<file path="src/rtl/ama_riscv_decode_stage.sv">
// RV32I decode stage with a small decoded-entry buffer and a stall-tracking FSM.
// Optional RV32M decode is enabled by defining AMA_RISCV_RV32M_EN.

package ama_riscv_decode_pkg;
  typedef struct packed {
    logic [3:0] alu_op_sel;
    logic [1:0] alu_a_sel;
    logic [1:0] alu_b_sel;
    logic [2:0] ig_sel;
    logic       bc_uns;
    logic       dmem_en;
    logic       dmem_we;
    logic       load_sm_en;
    logic [1:0] wb_sel;
    logic       rd_we;
    logic       csr_en;
    logic       csr_we;
  } decoder_t;

  typedef struct packed {
    logic [1:0] pc_sel;
    logic       pc_we;
    logic       branch_inst;
    logic       jump_inst;
  } fe_ctrl_t;

  localparam decoder_t DECODER_RST_VAL = '0;
  localparam fe_ctrl_t FE_CTRL_RST_VAL = '0;

  localparam logic [3:0] ALU_ADD    = 4'b0000;
  localparam logic [3:0] ALU_SUB    = 4'b1000;
  localparam logic [3:0] ALU_PASS_B = 4'b1111;

  localparam logic [1:0] ALU_A_RS1 = 2'd0;
  localparam logic [1:0] ALU_A_PC  = 2'd1;
  localparam logic [1:0] ALU_B_RS2 = 2'd0;
  localparam logic [1:0] ALU_B_IMM = 2'd1;

  localparam logic [2:0] IG_DISABLED = 3'd0;
  localparam logic [2:0] IG_I_TYPE   = 3'd1;
  localparam logic [2:0] IG_S_TYPE   = 3'd2;
  localparam logic [2:0] IG_B_TYPE   = 3'd3;
  localparam logic [2:0] IG_J_TYPE   = 3'd4;
  localparam logic [2:0] IG_U_TYPE   = 3'd5;

  localparam logic [1:0] WB_DMEM = 2'd0;
  localparam logic [1:0] WB_ALU  = 2'd1;
  localparam logic [1:0] WB_INC4 = 2'd2;
  localparam logic [1:0] WB_CSR  = 2'd3;

  localparam logic [1:0] PC_SEL_INC4 = 2'd0;
  localparam logic [1:0] PC_SEL_ALU  = 2'd1;

  localparam logic [1:0] ST_RST        = 2'd0;
  localparam logic [1:0] ST_STEADY     = 2'd1;
  localparam logic [1:0] ST_STALL_FLOW = 2'd2;
  localparam logic [1:0] ST_STALL_IMEM = 2'd3;
endpackage

module ama_riscv_decode_stage
  import ama_riscv_decode_pkg::*;
#(
  parameter int DEPTH = 2,
  parameter int CNT_W = 16
) (
  input  logic             clk,
  input  logic             rst,
  input  logic             in_valid,
  output logic             in_ready,
  input  logic [31:0]      inst_in,
  input  logic [31:0]      pc_in,
  input  logic             flush,
  output logic             out_valid,
  input  logic             out_ready,
  output decoder_t         decoded,
  output fe_ctrl_t         fe_ctrl,
  output logic [31:0]      pc_out,
  output logic             illegal,
  output logic             mul_inst,
  output logic [1:0]       stall_state,
  output logic [CNT_W-1:0] stall_cnt
);

  localparam int PW = (DEPTH > 1) ? $clog2(DEPTH) : 1;
  localparam int CW = $clog2(DEPTH) + 1;
  localparam logic [CW-1:0] FULL = CW'(DEPTH);

`ifdef AMA_RISCV_RV32M_EN
  localparam logic M_EN = 1'b1;
`else
  localparam logic M_EN = 1'b0;
`endif

  localparam logic [6:0] OPC_R      = 7'b0110011;
  localparam logic [6:0] OPC_I      = 7'b0010011;
  localparam logic [6:0] OPC_LOAD   = 7'b0000011;
  localparam logic [6:0] OPC_STORE  = 7'b0100011;
  localparam logic [6:0] OPC_BRANCH = 7'b1100011;
  localparam logic [6:0] OPC_JALR   = 7'b1100111;
  localparam logic [6:0] OPC_JAL    = 7'b1101111;
  localparam logic [6:0] OPC_LUI    = 7'b0110111;
  localparam logic [6:0] OPC_AUIPC  = 7'b0010111;
  localparam logic [6:0] OPC_SYSTEM = 7'b1110011;

  typedef struct packed {
    logic [31:0] pc;
    decoder_t    dec;
    fe_ctrl_t    fe;
    logic        ill;
    logic        mul;
  } entry_t;

  logic [6:0] opcode;
  logic [2:0] fn3;
  logic [6:0] fn7;
  logic       rd_nz;
  logic       rs1_nz;
  logic       r_mul;
  decoder_t   dec_d;
  fe_ctrl_t   fe_d;
  logic       ill_d;
  logic       mul_d;
  logic       unused_rs2;

  assign opcode     = inst_in[6:0];
  assign fn3        = inst_in[14:12];
  assign fn7        = inst_in[31:25];
  assign rd_nz      = (inst_in[11:7] != 5'd0);
  assign rs1_nz     = (inst_in[19:15] != 5'd0);
  assign r_mul      = (fn7 == 7'b0000001);
  assign unused_rs2 = ^inst_in[24:20];

  always_comb begin
    dec_d = DECODER_RST_VAL;
    fe_d  = FE_CTRL_RST_VAL;
    ill_d = 1'b0;
    mul_d = 1'b0;
    fe_d.pc_we = 1'b1;
    case (opcode)
      OPC_R: begin
        if (r_mul && !M_EN) begin
          ill_d = 1'b1;
          fe_d  = FE_CTRL_RST_VAL;
        end else begin
          dec_d.alu_op_sel = r_mul ? {1'b0, fn3} : {fn7[5], fn3};
          dec_d.alu_a_sel  = ALU_A_RS1;
          dec_d.alu_b_sel  = ALU_B_RS2;
          dec_d.wb_sel     = WB_ALU;
          dec_d.rd_we      = rd_nz;
          mul_d            = r_mul && M_EN;
        end
      end
      OPC_I: begin
        // only shift-right immediates carry an opcode bit in fn7
        dec_d.alu_op_sel = (fn3 == 3'b101) ? {fn7[5], fn3} : {1'b0, fn3};
        dec_d.alu_b_sel  = ALU_B_IMM;
        dec_d.ig_sel     = IG_I_TYPE;
        dec_d.wb_sel     = WB_ALU;
        dec_d.rd_we      = rd_nz;
      end
      OPC_LOAD: begin
        dec_d.alu_b_sel  = ALU_B_IMM;
        dec_d.ig_sel     = IG_I_TYPE;
        dec_d.dmem_en    = 1'b1;
        dec_d.load_sm_en = 1'b1;
        dec_d.wb_sel     = WB_DMEM;
        dec_d.rd_we      = rd_nz;
      end
      OPC_STORE: begin
        dec_d.alu_b_sel = ALU_B_IMM;
        dec_d.ig_sel    = IG_S_TYPE;
        dec_d.dmem_en   = 1'b1;
        dec_d.dmem_we   = 1'b1;
      end
      OPC_BRANCH: begin
        dec_d.alu_a_sel   = ALU_A_PC;
        dec_d.alu_b_sel   = ALU_B_IMM;
        dec_d.ig_sel      = IG_B_TYPE;
        dec_d.bc_uns      = fn3[1];
        fe_d.branch_inst  = 1'b1;
      end
      OPC_JALR: begin
        dec_d.alu_b_sel = ALU_B_IMM;
        dec_d.ig_sel    = IG_I_TYPE;
        dec_d.wb_sel    = WB_INC4;
        dec_d.rd_we     = rd_nz;
        fe_d.pc_sel     = PC_SEL_ALU;
        fe_d.jump_inst  = 1'b1;
      end
      OPC_JAL: begin
        dec_d.alu_a_sel = ALU_A_PC;
        dec_d.alu_b_sel = ALU_B_IMM;
        dec_d.ig_sel    = IG_J_TYPE;
        dec_d.wb_sel    = WB_INC4;
        dec_d.rd_we     = rd_nz;
        fe_d.pc_sel     = PC_SEL_ALU;
        fe_d.jump_inst  = 1'b1;
      end
      OPC_LUI: begin
        dec_d.alu_op_sel = ALU_PASS_B;
        dec_d.alu_b_sel  = ALU_B_IMM;
        dec_d.ig_sel     = IG_U_TYPE;
        dec_d.wb_sel     = WB_ALU;
        dec_d.rd_we      = rd_nz;
      end
      OPC_AUIPC: begin
        dec_d.alu_a_sel = ALU_A_PC;
        dec_d.alu_b_sel = ALU_B_IMM;
        dec_d.ig_sel    = IG_U_TYPE;
        dec_d.wb_sel    = WB_ALU;
        dec_d.rd_we     = rd_nz;
      end
      OPC_SYSTEM: begin
        // CSRRW-family always writes; set/clear forms write only with a nonzero source
        dec_d.csr_en = 1'b1;
        dec_d.csr_we = (fn3[1:0] == 2'b01) || rs1_nz;
        dec_d.wb_sel = WB_CSR;
        dec_d.rd_we  = rd_nz;
      end
      default: begin
        ill_d = 1'b1;
        fe_d  = FE_CTRL_RST_VAL;
      end
    endcase
  end

  entry_t        ent_mem [DEPTH];
  entry_t        head;
  logic [CW-1:0] count;
  logic [PW-1:0] wptr;
  logic [PW-1:0] rptr;
  logic [1:0]    state;
  logic          push;
  logic          pop;

  assign in_ready  = (state != ST_RST) && (count != FULL);
  assign out_valid = (count != '0);
  assign push      = in_valid && in_ready && !flush;
  assign pop       = out_valid && out_ready;
  assign head      = ent_mem[rptr];

  assign decoded     = out_valid ? head.dec : DECODER_RST_VAL;
  assign fe_ctrl     = out_valid ? head.fe  : FE_CTRL_RST_VAL;
  assign pc_out      = out_valid ? head.pc  : 32'd0;
  assign illegal     = out_valid && head.ill;
  assign mul_inst    = out_valid && head.mul;
  assign stall_state = state;

  always_ff @(posedge clk) begin
    if (push) ent_mem[wptr] <= '{pc: pc_in, dec: dec_d, fe: fe_d, ill: ill_d, mul: mul_d};
  end

  always_ff @(posedge clk or posedge rst) begin
    if (rst) begin
      count <= '0;
      wptr  <= '0;
      rptr  <= '0;
    end else if (flush) begin
      count <= '0;
      wptr  <= '0;
      rptr  <= '0;
    end else begin
      if (push) wptr <= wptr + PW'(1);
      if (pop)  rptr <= rptr + PW'(1);
      case ({push, pop})
        2'b10:   count <= count + CW'(1);
        2'b01:   count <= count - CW'(1);
        default: count <= count;
      endcase
    end
  end

  always_ff @(posedge clk or posedge rst) begin
    if (rst) begin
      state <= ST_RST;
    end else if (flush) begin
      state <= ST_STEADY;
    end else begin
      case (state)
        ST_RST:        state <= ST_STEADY;
        ST_STEADY: begin
          if (count == FULL && !out_ready)   state <= ST_STALL_FLOW;
          else if (count == '0 && !in_valid) state <= ST_STALL_IMEM;
        end
        ST_STALL_FLOW: if (pop)  state <= ST_STEADY;
        ST_STALL_IMEM: if (push) state <= ST_STEADY;
        default:       state <= ST_STEADY;
      endcase
    end
  end

  always_ff @(posedge clk or posedge rst) begin
    if (rst) begin
      stall_cnt <= '0;
    end else if ((state == ST_STALL_FLOW || state == ST_STALL_IMEM) && stall_cnt != '1) begin
      stall_cnt <= stall_cnt + CNT_W'(1);
    end
  end

endmodule

</file>
<file path="config.mk">
export PLATFORM = sky130hd
export DESIGN_NAME = ama_riscv_decode_stage
export DESIGN_NICKNAME = d
export VERILOG_FILES = /design/src/rtl/ama_riscv_decode_stage.sv
export SDC_FILE = /design/constraint.sdc
export NUM_CORES = 1
export LEC_CHECK = 0
export CAP_MARGIN = 30
export CORE_MARGIN = 3
export CORE_UTILIZATION = 25
export DETAILED_ROUTE_END_ITERATION = 8
export MAX_ROUTING_LAYER = met4
export RECOVER_POWER = 100
export SYNTH_ARGS = -nofsm -noshare
export SYNTH_HDL_FRONTEND = slang
export SYNTH_SLANG_ARGS = --single-unit
</file>
<file path="constraint.sdc">
create_clock -name clk -period 6.8 [get_ports clk]
set_input_delay 1.36 -clock clk [delete_from_list [all_inputs] [get_ports clk]]
set_output_delay 1.36 -clock clk [all_outputs]
set_load 0.02 [all_outputs]
</file>
==> results of run 1 <==
==> cell families after synthesis <==
group / synth area share
compound gates: 0.0443
xor+xnor: 0.0217
fa+ha+maj: 0.00222
buf+inv: 0.0268
flops: 0.672
mux: 0.105
other cells: 0.000664
simple gates: 0.127
==> through the flow <==
| stage | util | hold WS, ps | worst slack (ps) | instance area (µm²) |
|---|---|---|---|---|
| after floorplan | - | 519 | 346 | 5660 |
| after global placement | 0.332 | 534 | 3260 | 7320 |
| after detailed placement | 0.332 | 535 | 3200 | 7320 |
| after CTS | 0.359 | 548 | 2750 | 7900 |
| after global routing | 0.357 | 563 | 1350 | 7860 |
| final | 0.357 | 546 | 1730 | 7860 |
==> synthesized netlist by cell type, drive strengths merged (4+ instances only) <==
cell type and n:
nor3 10, clkbuf 9, nand2 18, xor2 7, inv 7, a211oi 4
nor4 4, o21ai 6, a21oi 10, nand4 5, nand3 9, or3 4
a41oi 4, xnor2 7, dfrtp 22, buf 16, nor2 71, and2 4
mux2i 56, edfxtp 108
==> per-layer routing <==
| layer | track usage | routed length (µm) |
|---|---|---|
| met5 | - | 0 |
| met2 | 0.186 | 6600 |
| met4 | 0.0379 | 159 |
| met1 | 0.136 | 5680 |
| met3 | 0.0301 | 692 |
==> worst max-delay path: stages (launching register included) <==
cell	delay, ps
dfrtp_1	490
nor2_4	410
clkbuf_1	1450
nor2_1	180
dlygate4sd3_1	750
==> power breakdown <==
part | leakage [nW] | internal (mW) | total (mW) | switching (mW)
registers | 1.27 | 0.914 | 0.956 | 0.0425
clock network | 0.273 | 0.568 | 0.891 | 0.323
logic | 1.32 | 0.143 | 0.317 | 0.174
==> worst min-delay path by stage <==
stage | to | slack (ps) | cells past startpoint | startpoint
finish | stall_cnt[11] | 550 | 1 | stall_cnt[11]
global route | stall_cnt[11] | 560 | 1 | stall_cnt[11]
CTS | stall_cnt[15] | 550 | 1 | stall_cnt[15]
detailed placement | stall_cnt[15] | 540 | 1 | stall_cnt[15]
global placement | stall_cnt[15] | 530 | 1 | stall_cnt[15]
floorplan | wptr | 520 | 2 | wptr
==> sequential cells by signal, indices dropped and copies added (netlist names) <==
name         cells
stall_state      2
count            2
stall_cnt       16
rptr             1
ent_mem        108
wptr             1
==> final cells by class <==
cell class	instances	share of cell area
clock buffers	19	0.0551
clock inverters	13	0.0182
inverters	7	0.00334
multi-input cells	258	0.214
flip-flops and latches	130	0.483
well taps	280	0.0446
repair buffers	144	0.182
==> results.yml, run 1 <==
logic_synthesis:
  avgSynthCellArea_um2: 13.5
  synth_top_cell_area_share: 0.574
  synth-edff-count: 108
  synth_top_area_cell: "edfxtp_1"
  synthTopCellsByArea: "edfxtp_1 (57%), mux2i_1 (9.9%), dfrtp_1 (9.8%), nor2_1 (4.7%), nand2_1 (1.2%)"
  synth_area_mm2: 0.00565
  synth_flop_cell: "edfxtp_1"
  yosysWarnings: 0
  yosysUniqueCellTypes: 53
  ys_seq_area_frac: 0.672
  syn_inst: 417
  async_flop_share: 0.169
  synth-seq-cells: 130
layout:
  final_net_count: 628
  antenna_cells: 0
  final_common_cell: "edfxtp_1"
  mostFrequentLayoutCells: "edfxtp_1 (108), dlygate4sd3_1 (107), nor2_1 (70), mux2i_1 (56), clkdlybuf4s50_1 (31)"
  stdcell_count: 851
  drive_gt1_frac: 0.0595
  ff_latch_area_mm2: 0.00379
  syn2layout_area_growth_pct: 39.2
  multiInputGateArea_mm2: 0.00168
  fill_cells: 2141
routing:
  wire_per_inst_um: 15.4
  num_vias: 3800
  dr.pass1.iters: 4
  first_iter_violations: 201
  drc: 0
  vias_per_cell: 4.47
  drt_wl_total_mm: 13.1
  antenna_left: 0
clock_network:
  cts_resized: 0
  root_buffer: "clkbuf_16"
  cts_setup_buffers: 0
  clk_pin_slew_ps: 60
  numCtsBuffers: 17
  cts_max_level: 4
  cts_hold_buf: 0
  clock-sinks: 130
  cts_buffer_depth: 2
  clk_latency_ps: 410
  cts_tree: "built"
placed_design:
  io_buffers: 138
  place_congestion: 0.833
  post-dp-hpwl_mm: 8.91
  dp.cells: 818
timing:
  max_freq_ghz: 0.197
  hold_viol_final: 0
  tightest_slew_ps: 2110
  rsz0062_at_grt: "no"
  setup_viol: 0
  slew_headroom: -0.403
  timing.setup.tns_ps: 0
  final.setup_skew_ps: 12.8
  fin_crit_sh: 0.745
  maxSlewViolCount: 109
  min_period_ps: 5070
floorplanning:
  initial_core_util: 0.256
  io_pins: 148
  die_y_um: 156
  die_area_mm2: 0.0244
  core_area_mm2: 0.0220
  dieWidth_um: 156
  rows: 54
worst_setup_path:
  required_ps: 5440
  r2r-end: "ent_mem[0][18]"
  cp_data_arrival_time_ps: 3710
  cp-endpoint: "decoded[8]"
  cp-startpoint: "count[1]"
  worstSetupPathType: "flip-flop to primary output"
  worstRegToRegCells: 4
  endpoint_kind: "primary output"
  r2r_slack_ps: 3420
  startpoint_type: "flip-flop"
  reg2reg_from: "count[1]"
  worst-path-max-fanout: 40
global_route:
  track_usage: 0.113
  grt_pass1_wl_mm: 20.9
  grt_max_degree: 56
  grt_pass1_vias: 4040
  antenna_found_initial: 0
  gr-total-overflow: 0
min_path:
  hold_path_class: "flip-flop to flip-flop"
power_and_ir_drop:
  p_per_area_mw_per_mm2: 276
  ir_drop_mv: 0.121
  p_leak_nw: 2.87
  power_mw: 2.16
flow_run:
  cap_viol_max_count: 3
outcome:
  violations: "max-capacitance violations, max-slew violations"
  status: "finished with violations"
Note: power is estimated with default switching activity, not from simulation.
==> run 2, diff against run 1 <==
Clock period 6.8 ns to 4.8 ns, I/O delays scaled along.
==> run 2 against run 1 <==
Against the previous run:
- the flow still finishes with violations (max-capacitance violations, max-slew violations)
- sequential share of layout area rose by 0.13 points
- clock-buffer cell count up 2
- hold slack worse by 22 ps
- critical path depth increased by 1
- wire length is 0.96% higher
- sequential cell count stayed put
- critical endpoint is now ent_mem[0][23]
- largest cell class unchanged
- highest routed layer unchanged
==> results.yml, run 2 (synthesis results as in run 1) <==
timing:
  max_freq_ghz: 0.253
  hold_ws_ps: 524
  fin_crit_sh: 0.822
  slew_headroom: -0.437
  min_period_ps: 3950
  setup_viol: 0
  rsz0062_at_grt: "no"
  final.setup_skew_ps: 7.06
  timing.setup.tns_ps: 0
  hold_viol_final: 0
  tightest_slew_ps: 2160
  maxSlewViolCount: 68
clock_network:
  cts_hold_buf: 0
  cts_buffer_depth: 2
  cts_tree: "built"
  clk_pin_slew_ps: 50
  cts_setup_buffers: 0
  cts_max_level: 4
  clk_latency_ps: 410
  root_buffer: "clkbuf_16"
  numCtsBuffers: 17
  cts_resized: 0
  clock-sinks: 130
layout:
  stdcell_count: 851
  mostFrequentLayoutCells: "dlygate4sd3_1 (111), edfxtp_1 (108), nor2_1 (70), mux2i_1 (56), clkdlybuf4s50_1 (27)"
  drive_gt1_frac: 0.0630
  antenna_cells: 0
  final_common_cell: "dlygate4sd3_1"
  fin_util: 0.356
  largest_reg_flops: 108
  final_net_count: 628
  largest-register: "ent_mem"
  syn2layout_area_growth_pct: 38.9
  reg_top3: "ent_mem: 108 flops, stall_cnt: 16 flops"
global_route:
  grt_pass1_wl_mm: 20.6
  track_usage: 0.112
  grt_max_degree: 56
  antenna_found_initial: 0
  gr-total-overflow: 0
  grt_pass1_vias: 4037
floorplanning:
  die_y_um: 156
  rows: 54
  core_area_mm2: 0.0220
  initial_core_util: 0.256
  die_area_mm2: 0.0244
  io_pins: 148
  dieWidth_um: 156
routing:
  wire_per_inst_um: 15.6
  drc: 0
  vias_per_cell: 4.49
  first_iter_violations: 116
  dr.pass1.iters: 5
  antenna_left: 0
  drt_wl_total_mm: 13.3
  num_vias: 3820
placed_design:
  io_buffers: 138
  place_congestion: 0.834
  dp.cells: 818
  post-dp-hpwl_mm: 9.00
outcome:
  violations: "max-capacitance violations, max-slew violations"
  status: "finished with violations"
worst_setup_path:
  required_ps: 4790
  worst-path-max-fanout: 33
  cp_data_arrival_time_ps: 3940
  endpoint_kind: "flip-flop"
  startpoint_type: "input pin"
  worstSetupPathType: "input pin to flip-flop"
power_and_ir_drop:
  p_leak_nw: 2.86
  p_per_area_mw_per_mm2: 385
  ir_drop_mv: 0.202
  power_mw: 3.02
min_path:
  hold_path_class: "flip-flop to flip-flop"
flow_run:
  cap_viol_max_count: 2
[run 2: cell types whose count changed in the layout (fill, tap and decap cells not counted), sizes merged]
cell           previous run  this run
bufinv                    3         2
inv                       7         6
buf                       1         2
clkbuf                   24        25
clkdlybuf4s50            31        27
dlygate4sd3             107       111
[run 2: metal layers]
layer  track usage  wire length (µm)
met1         0.135              6030
met2         0.181              6340
met3        0.0293               646
met4        0.0467               244
met5             -                 0
[run 2: final cells by class]
cell class                 count  area [µm²]
multi-input combinational    258        1680
tap                          280         350
clock inverter                11         114
clock buffer                  21         440
timing repair buffer         144        1430
sequential                   130        3800
fill                        2138       14200
inverter                       7        26.3
[run 2: final timing paths]
path | start | to | slack [ps] | cells past startpoint
min reg2reg | stall_cnt[11] | stall_cnt[11] | 520 | 1
max | in_valid | ent_mem[0][23] | 850 | 5
min in group asynchronous | rst | stall_cnt[8] | 1170 | 2
min | stall_cnt[11] | stall_cnt[11] | 520 | 1
max reg2reg | count[1] | ent_mem[0][23] | 1410 | 4
max in group asynchronous | rst | rptr | 3000 | 2
[run 2: through the flow]
step,setup slack (ps),cell area (µm²)
after floorplan,645,5670
after global placement,1550,7330
after detailed placement,1540,7330
after CTS,1090,7890
after global routing,623,7840
final,853,7840
[run 2: worst max-delay path: stages]
cell and delay, ps:
dlygate4sd3_1 590, inv_1 90, or3_1 480, nor3_1 230
clkbuf_1 1580
[run 2: power by group]
part	total (mW)	internal, mW	switching, mW
clock	1.21	0.757	0.458
sequential	1.35	1.30	0.0535
combinational	0.459	0.201	0.258
total	3.02	2.25	0.769
